[src/rtl/uart_pkg.sv]
// Types, constants and helpers shared by the UART transmit and receive paths.
`timescale 1ns/1ps
package uart_pkg;

  typedef enum logic [2:0] {
    TX_IDLE,
    TX_FETCH,
    TX_START,
    TX_DATA,
    TX_PARITY,
    TX_STOP
  } tx_state_t;

  localparam logic [1:0] WLS_5 = 2'b00;
  localparam logic [1:0] WLS_6 = 2'b01;
  localparam logic [1:0] WLS_7 = 2'b10;
  localparam logic [1:0] WLS_8 = 2'b11;

  localparam int OVERSAMPLE_DEF = 16;

  // Parity over the configured word length only; bits above it are ignored.
  function automatic logic parity_bit(input logic [7:0] data, input logic [1:0] wls,
                                      input logic eps, input logic sp);
    logic x;
    x = 1'b0;
    for (int i = 0; i < 8; i++) begin
      if (i < int'(wls) + 5) x = x ^ data[i];
    end
    if (sp) return ~eps;
    return eps ? x : ~x;
  endfunction

endpackage

[src/rtl/uart_tx_serializer.sv]
// UART transmit serializer: pops bytes from the TX FIFO and shifts out
// start / data (LSB first) / optional parity / stop bits on txd.
//
// state  | meaning
// IDLE   | line at mark; pop the FIFO when it is not empty
// FETCH  | one cycle; capture byte and frame format or fall back to IDLE
// START  | start bit (space)
// DATA   | data bits, LSB first, 5..8 of them
// PARITY | parity bit, only when enabled
// STOP   | stop bit(s): 1, 1.5 or 2 bit periods
`timescale 1ns/1ps
module uart_tx_serializer
  import uart_pkg::*;
#(
  parameter int WIDTH      = 8,
  parameter int OVERSAMPLE = OVERSAMPLE_DEF
) (
  input  logic             clk,
  input  logic             rst,
  input  logic             baud_tick,
  output logic             fifo_rd_en,
  input  logic [WIDTH-1:0] fifo_rd_data,
  input  logic             fifo_rd_valid,
  input  logic             fifo_empty,
  input  logic [1:0]       lcr_wls,
  input  logic             lcr_stb,
  input  logic             lcr_pen,
  input  logic             lcr_eps,
  input  logic             lcr_sp,
  input  logic             lcr_brk,
  output logic             txd,
  output logic             thre,
  output logic             temt,
  output logic             tx_active
);

  localparam int TW = $clog2(2 * OVERSAMPLE);
  localparam logic [TW-1:0] LAST_1   = TW'(OVERSAMPLE - 1);
  localparam logic [TW-1:0] LAST_1P5 = TW'(OVERSAMPLE + OVERSAMPLE / 2 - 1);
  localparam logic [TW-1:0] LAST_2   = TW'(2 * OVERSAMPLE - 1);

  tx_state_t     state_q, state_d;
  logic [TW-1:0] tick_cnt_q, tick_cnt_d;
  logic [2:0]    bit_cnt_q, bit_cnt_d;
  logic [7:0]    shift_q, shift_d;
  logic [1:0]    wls_q;
  logic          stb_q, pen_q, par_q;
  logic          load_cfg;
  logic [TW-1:0] bit_last;
  logic          bit_done;
  logic          txd_bit;

  // Only the stop period differs in length; every other bit is one baud period.
  always_comb begin
    bit_last = LAST_1;
    if (state_q == TX_STOP && stb_q) bit_last = (wls_q == WLS_5) ? LAST_1P5 : LAST_2;
  end

  assign tx_active = (state_q == TX_START) || (state_q == TX_DATA) ||
                     (state_q == TX_PARITY) || (state_q == TX_STOP);
  assign bit_done  = tx_active && baud_tick && (tick_cnt_q == bit_last);

  always_comb begin
    state_d    = state_q;
    tick_cnt_d = tick_cnt_q;
    bit_cnt_d  = bit_cnt_q;
    shift_d    = shift_q;
    load_cfg   = 1'b0;
    fifo_rd_en = 1'b0;

    if (tx_active && baud_tick) tick_cnt_d = tick_cnt_q + TW'(1);

    case (state_q)
      TX_IDLE: begin
        if (!fifo_empty && !rst) begin
          fifo_rd_en = 1'b1;
          state_d    = TX_FETCH;
        end
      end
      TX_FETCH: begin
        if (fifo_rd_valid) begin
          load_cfg   = 1'b1;
          shift_d    = fifo_rd_data[7:0];
          tick_cnt_d = '0;
          bit_cnt_d  = '0;
          state_d    = TX_START;
        end else begin
          state_d = TX_IDLE;
        end
      end
      TX_START: begin
        if (bit_done) begin
          tick_cnt_d = '0;
          state_d    = TX_DATA;
        end
      end
      TX_DATA: begin
        if (bit_done) begin
          tick_cnt_d = '0;
          shift_d    = {1'b0, shift_q[7:1]};
          if (bit_cnt_q == (3'd4 + {1'b0, wls_q})) begin
            bit_cnt_d = '0;
            state_d   = pen_q ? TX_PARITY : TX_STOP;
          end else begin
            bit_cnt_d = bit_cnt_q + 3'd1;
          end
        end
      end
      TX_PARITY: begin
        if (bit_done) begin
          tick_cnt_d = '0;
          state_d    = TX_STOP;
        end
      end
      TX_STOP: begin
        if (bit_done) begin
          tick_cnt_d = '0;
          state_d    = TX_IDLE;
        end
      end
      default: state_d = TX_IDLE;
    endcase
  end

  always_ff @(posedge clk) begin
    if (rst) begin
      state_q    <= TX_IDLE;
      tick_cnt_q <= '0;
      bit_cnt_q  <= '0;
      shift_q    <= '0;
      wls_q      <= '0;
      stb_q      <= 1'b0;
      pen_q      <= 1'b0;
      par_q      <= 1'b0;
    end else begin
      state_q    <= state_d;
      tick_cnt_q <= tick_cnt_d;
      bit_cnt_q  <= bit_cnt_d;
      shift_q    <= shift_d;
      // Frame format is frozen at fetch so LCR writes mid-frame wait for the next byte.
      if (load_cfg) begin
        wls_q <= lcr_wls;
        stb_q <= lcr_stb;
        pen_q <= lcr_pen;
        par_q <= parity_bit(fifo_rd_data[7:0], lcr_wls, lcr_eps, lcr_sp);
      end
    end
  end

  always_comb begin
    txd_bit = 1'b1;
    case (state_q)
      TX_START:  txd_bit = 1'b0;
      TX_DATA:   txd_bit = shift_q[0];
      TX_PARITY: txd_bit = par_q;
      default:   txd_bit = 1'b1;
    endcase
  end

  // Break overrides the line directly; the FSM keeps consuming bytes underneath.
  assign txd  = txd_bit & ~lcr_brk;
  assign thre = fifo_empty && (state_q != TX_FETCH);
  assign temt = thre && (state_q == TX_IDLE);

endmodule

[config.mk]
export PLATFORM = sky130hd
export DESIGN_NAME = uart_tx_serializer
export DESIGN_NICKNAME = d
export VERILOG_FILES = /design/src/rtl/uart_pkg.sv /design/src/rtl/uart_tx_serializer.sv
export SDC_FILE = /design/constraint.sdc
export NUM_CORES = 1
export LEC_CHECK = 0
export ABC_AREA = 1
export CAP_MARGIN = 10
export CORE_UTILIZATION = 42
export DETAILED_ROUTE_END_ITERATION = 8
export PLACE_DENSITY = 0.73
export SYNTH_ARGS = -nofsm -noshare
export SYNTH_HDL_FRONTEND = slang
export SYNTH_SLANG_ARGS = --single-unit
[constraint.sdc]
create_clock -name clk -period 2.7 [get_ports clk]
set_clock_uncertainty 0.2 [all_clocks]
set_input_delay 0.405 -clock clk [delete_from_list [all_inputs] [get_ports clk]]
set_output_delay 0.405 -clock clk [all_outputs]
set_load 0.02 [all_outputs]
==> results.json, run 1 <==
{
  "status": "finished, final reports clean",
  "netlist_area_mm2": 0.00146,
  "critPathKind": "flip-flop to output port",
  "drc": 0,
  "async_reset_ff_frac": 0,
  "diodes": 0,
  "hold_start": "stb_q",
  "layout.area.seq_um2": 480,
  "leakage_nw": 0.808,
  "postSynthCellCount": 221,
  "globalplace.congestion": 0.818,
  "irDropWorstVdd_v": 0.000505,
  "ys_top_cells_by_count": "nand2_1 (57), nor2_1 (29), inv_1 (28), nand3_1 (25), dfxtp_1 (24)",
  "rows": 21,
  "grt_antenna_before_repair": 0,
  "grt_pass1_wl_um": 5110,
  "synth_nets": 243,
  "cts_buffers": 3,
  "wl_um": 2960,
  "grt-ovfl-total": 0,
  "post-place-ws_ns": 0.430,
  "final_hold_viol_count": 0,
  "die_area_mm2": 0.00371,
  "worstSetupStartpoint": "state_q[2]",
  "grt_max_degree": 19,
  "ys_ff_latch": 24,
  "cts_sinks": 24,
  "period_needed_ns": 2.49,
  "ys_types": 30,
  "synth_area_per_cell_um2": 6.59,
  "cts.clk_slew.worst_paths_ns": 0.15,
  "critPathArrivalTime_ns": 1.88,
  "cp-end-kind": "output port",
  "cap_viol_max_count": 0,
  "yosysTopAreaCellShare": 0.330,
  "die_w_um": 60.9,
  "synthToLayoutAreaGrowth_pct": 23.5,
  "cts_buffer_depth": 2,
  "slew_headroom": 0.731,
  "worstSkewPairLatency_ns": 0.32,
  "synth_area_leaders": "dfxtp_1 (33%), nand2_1 (15%), nand3_1 (8.6%)",
  "cts_root_buf": "clkbuf_4",
  "wire_per_inst_um": 10.1,
  "core_mm2": 0.00334,
  "drt_iter0_markers": 47,
  "worstSetupStartpointType": "flip-flop",
  "hold_buffers": 0,
  "dieHeight_um": 60.9,
  "crit_required_ns": 2.10,
  "dp_hpwl_um": 2280,
  "drt_pass1_iterations": 4,
  "rsz0062_at_grt": "false",
  "critPathMaxFanout": 7,
  "cts_tree": "done",
  "setup_ws_ns": 0.211,
  "hold_class": "flip-flop to flip-flop",
  "n_fill_cell": 356,
  "fin_crit_sh": 0.922,
  "p_per_area_mw_per_mm2": 786,
  "antenna_left": 0,
  "finalMaxSlewViolations": 0,
  "synth_ff_type": "dfxtp_1",
  "setup_viol": 0,
  "yosysMostFrequentCell": "nand2_1",
  "cts.htree.levels": 1,
  "track_usage": 0.182,
  "post_route_cells_drive_above_1_share": 0.0891,
  "worst_pin_slew_ns": 0.399,
  "ioPinCount": 25,
  "hold-worst-slack_ns": 0.266,
  "synth_enable_flop_cells": 0,
  "fin_nets": 270,
  "final.setup.tns_ns": 0,
  "multi_input_area_um2": 836,
  "io_buffer_count": 24,
  "routed-via-count": 1431,
  "synth_top_area_cell": "dfxtp_1",
  "timing.fmax_ghz": 0.402,
  "viasPerCell": 4.88,
  "post-cts-setup-buffers": 0,
  "start_util": 0.436,
  "ys_seq_area_frac": 0.330,
  "reg2reg_from": "state_q[2]",
  "yosysWarnings": 0,
  "grt_pass1_vias": 1187
}
[layer usage]
metal,share of wire,GRT usage,wire length [um]
met2,0.45,0.268,1320
met3,0.032,0.0192,96
met1,0.51,0.276,1520
met4,0.0091,0.0584,27
met5,0,0,0
[state kept, by name, summed over array words and instances (netlist names)]
| signal | flops |
|---|---|
| bit_cnt_q | 3 |
| par_q | 1 |
| pen_q | 1 |
| shift_q | 8 |
| state_q | 3 |
| stb_q | 1 |
| tick_cnt_q | 5 |
| wls_q | 2 |
[what timing repair did]
| item | in CTS | in global routing |
|---|---|---|
| resized for setup | 0 | 2 |
| endpoints found under the hold margin | 0 | 0 |
| setup endpoints to repair | 0 | 2 |
[final timing paths]
path                  endpoint  slack, ns  cells after the start
setup / recovery          temt       0.21                      6
hold / removal           stb_q       0.27                      2
setup reg to reg  bit_cnt_q[0]       0.66                      9
hold reg to reg          stb_q       0.27                      2
[through the flow]
step / util / instance area, um^2 / instances / power [mW]
2_1_floorplan: - / 1460 / 221 / 0.975
3_3_place_gp: 0.522 / 1740 / 289 / 1.15
3_5_place_dp: 0.522 / 1740 / 289 / 1.16
4_1_cts: 0.538 / 1790 / 293 / 1.43
5_1_grt: 0.539 / 1800 / 293 / 1.55
6_report: 0.539 / 1800 / 293 / 1.41
[kinds of logic (layout without fill, tap and decap cells)]
kind of cell / Yosys count / count (layout) / share of synthesized area
simple gates: 126 / 126 / 0.404
flops: 24 / 24 / 0.330
xor+xnor: 5 / 5 / 0.0301
fa+ha+maj: 2 / 2 / 0.0172
buf+inv: 33 / 59 / 0.0962
compound gates: 31 / 31 / 0.123
[cell usage in the layout (no fill, tap or decap), types with 2 or more instances in the layout]
cell type / synthesis / final
dfxtp_1: 24 / 24
nand2_1: 57 / 57
dlymetal6s2s_1: 0 / 2
nor2_1: 29 / 29
clkdlybuf4s50_1: 0 / 22
a21oi_2: 4 / 4
xnor2_1: 2 / 2
buf_4: 0 / 3
o21ai_0: 16 / 16
a21oi_1: 6 / 6
inv_1: 28 / 28
nand3_1: 25 / 25
ha_1: 2 / 2
clkbuf_4: 0 / 3
nand2_2: 3 / 3
xor2_1: 3 / 3
nand2_4: 2 / 2
[critical path, stage by stage (launching register included)]
cell             delay, ns
dfxtp_1               0.41
nor2_2                0.19
inv_1                 0.07
nor2_1                0.11
inv_1                 0.09
nor2_1                0.09
clkdlybuf4s50_1       0.60
[where the power goes]
part / total, mW / internal, mW / switching, mW
Combinational: 0.669 / 0.261 / 0.408
Clock: 0.264 / 0.150 / 0.114
Sequential: 0.481 / 0.425 / 0.0565
Total: 1.41 / 0.836 / 0.579
[layout make-up]
| type | count | area share |
|---|---|---|
| multi-input cells | 164 | 0.465 |
| clock buffers | 3 | 0.0125 |
| clock inverters | 1 | 0.0167 |
| inverters | 28 | 0.0584 |
| repair buffers | 27 | 0.149 |
| well taps | 46 | 0.0320 |
| flip-flops and latches | 24 | 0.267 |
(Power assumes the default switching activity.)
==> inputs of run 2 (changes only) <==
Settings changed: CTS_BUF_LIST set to sky130_fd_sc_hd__clkbuf_2.
==> run 2 against run 1 <==
Against the previous run:
- fmax is 1.1% lower
- via count is 1.4% lower
- clock power is 8.3% lower
- global-route usage is 0.18 points lower
- core utilization is 0.11 points lower
- critical path depth stayed put
- worst setup slack worse by 0.029 ns
- worst hold slack better by 0.0073 ns
- first-iteration DRC count is 2.1% higher
- critical path type unchanged
==> results.json, run 2 (synthesis results as in run 1) <==
{
  "hold_buffers": 0,
  "cts_root_buf": "clkbuf_2",
  "p_per_area_mw_per_mm2": 780,
  "place_area_mm2": 0.00174,
  "grt_pass1_wl_um": 5060,
  "drt_pass1_iterations": 4,
  "use_met2": 0.265,
  "dp_hpwl_um": 2280,
  "wire_per_inst_um": 10.0,
  "cp-end-kind": "output port",
  "top_register": "shift_q",
  "synthToLayoutAreaGrowth_pct": 23.3,
  "post_route_cells_drive_above_1_share": 0.101,
  "leakage_nw": 0.808,
  "n_fill_cell": 356,
  "critPathArrivalTime_ns": 1.91,
  "rows": 21,
  "cts_tree": "done",
  "viasPerCell": 4.82,
  "rsz0062_at_grt": "false",
  "core_mm2": 0.00334,
  "dieHeight_um": 60.9,
  "fin_crit_sh": 0.933,
  "hold-worst-slack_ns": 0.273,
  "grt_antenna_before_repair": 0,
  "cap_viol_max_count": 0,
  "biggestRegsByFlops": "shift_q: 8 flops, tick_cnt_q: 5 flops",
  "total_power_mw": 1.40,
  "timing.fmax_ghz": 0.397,
  "largest_reg_flops": 8,
  "finalMaxSlewViolations": 0,
  "setup_viol": 0,
  "ioPinCount": 25,
  "worstSkewPairLatency_ns": 0.35,
  "drt_iter0_markers": 48,
  "cts_buffer_depth": 2,
  "start_util": 0.436,
  "io_buffer_count": 24,
  "grt_max_degree": 19,
  "layout_commonest_cell": "nand2_1",
  "slew_headroom": 0.732,
  "cts_resized": 0,
  "met3_usage": 0.0192,
  "worst_pin_slew_ns": 0.398,
  "cts_sinks": 24,
  "crit_required_ns": 2.10,
  "final_cell_mix": "nand2_1 (57), nor2_1 (29), inv_1 (28)",
  "post-cts-setup-buffers": 0,
  "wl_um": 2940,
  "globalplace.congestion": 0.818,
  "final.setup.tns_ns": 0,
  "die_w_um": 60.9,
  "antenna_left": 0,
  "worstSetupStartpointType": "flip-flop",
  "grt_most_used_layer": "met1",
  "cts_buffers": 3,
  "use_met1": 0.274,
  "critPathKind": "flip-flop to output port",
  "cts.htree.levels": 1,
  "fin_area_mm2": 0.00180,
  "track_usage": 0.180,
  "cts.clk_slew.worst_paths_ns": 0.25,
  "final_hold_viol_count": 0,
  "fin_nets": 270,
  "status": "finished, final reports clean",
  "routed-via-count": 1411,
  "irDropWorstVdd_v": 0.000506,
  "period_needed_ns": 2.52,
  "grt_pass1_vias": 1177,
  "grt-ovfl-total": 0,
  "diodes": 0,
  "hold_class": "flip-flop to flip-flop",
  "drc": 0,
  "die_area_mm2": 0.00371,
  "critPathMaxFanout": 7
}
run 2: cell counts in the layout (fill, tap and decap cells not counted):
Identical to the previous run, type by type.
run 2: metal layers:
layer | part of all wire | routed length [um]
met2 | 0.46 | 1350
met1 | 0.51 | 1490
met5 | 0 | 0
met4 | 0.0092 | 27
met3 | 0.026 | 77
run 2: layout make-up:
class / instances / area (um^2) / share of cell area
tap: 46 / 57.6 / 0.0321
clock inverter: 1 / 30.0 / 0.0167
sequential: 24 / 484 / 0.270
clock buffer: 3 / 15.0 / 0.00836
timing repair buffer: 27 / 268 / 0.149
multi-input combinational: 164 / 836 / 0.466
inverter: 28 / 105 / 0.0585
run 2: stage by stage:
stage	std cells	worst slack [ns]	utilization
after detailed placement	289	0.430	0.522
after global placement	289	0.441	0.522
after global routing	293	0.00825	0.538
after CTS	293	0.0397	0.535
final	293	0.182	0.538
after floorplan	221	0.538	-
run 2: worst paths after layout:
path	end	cells after the start	from	slack (ns)
max	temt	6	state_q[2]	0.18
min	stb_q	2	stb_q	0.27
max reg2reg	state_q[1]	9	state_q[2]	0.73
min reg2reg	stb_q	2	stb_q	0.27
run 2: power breakdown:
group | internal [mW] | switching [mW] | leakage (nW)
combinational | 0.261 | 0.411 | 0.585
sequential | 0.430 | 0.0564 | 0.196
clock | 0.128 | 0.115 | 0.0266
run 2: worst max-delay path: stages (launching register included):
cell             delay [ns]
dfxtp_2                0.42
nor2_2                 0.17
inv_1                  0.07
nor2_1                 0.11
inv_1                  0.10
nor2_1                 0.09
clkdlybuf4s50_1        0.60
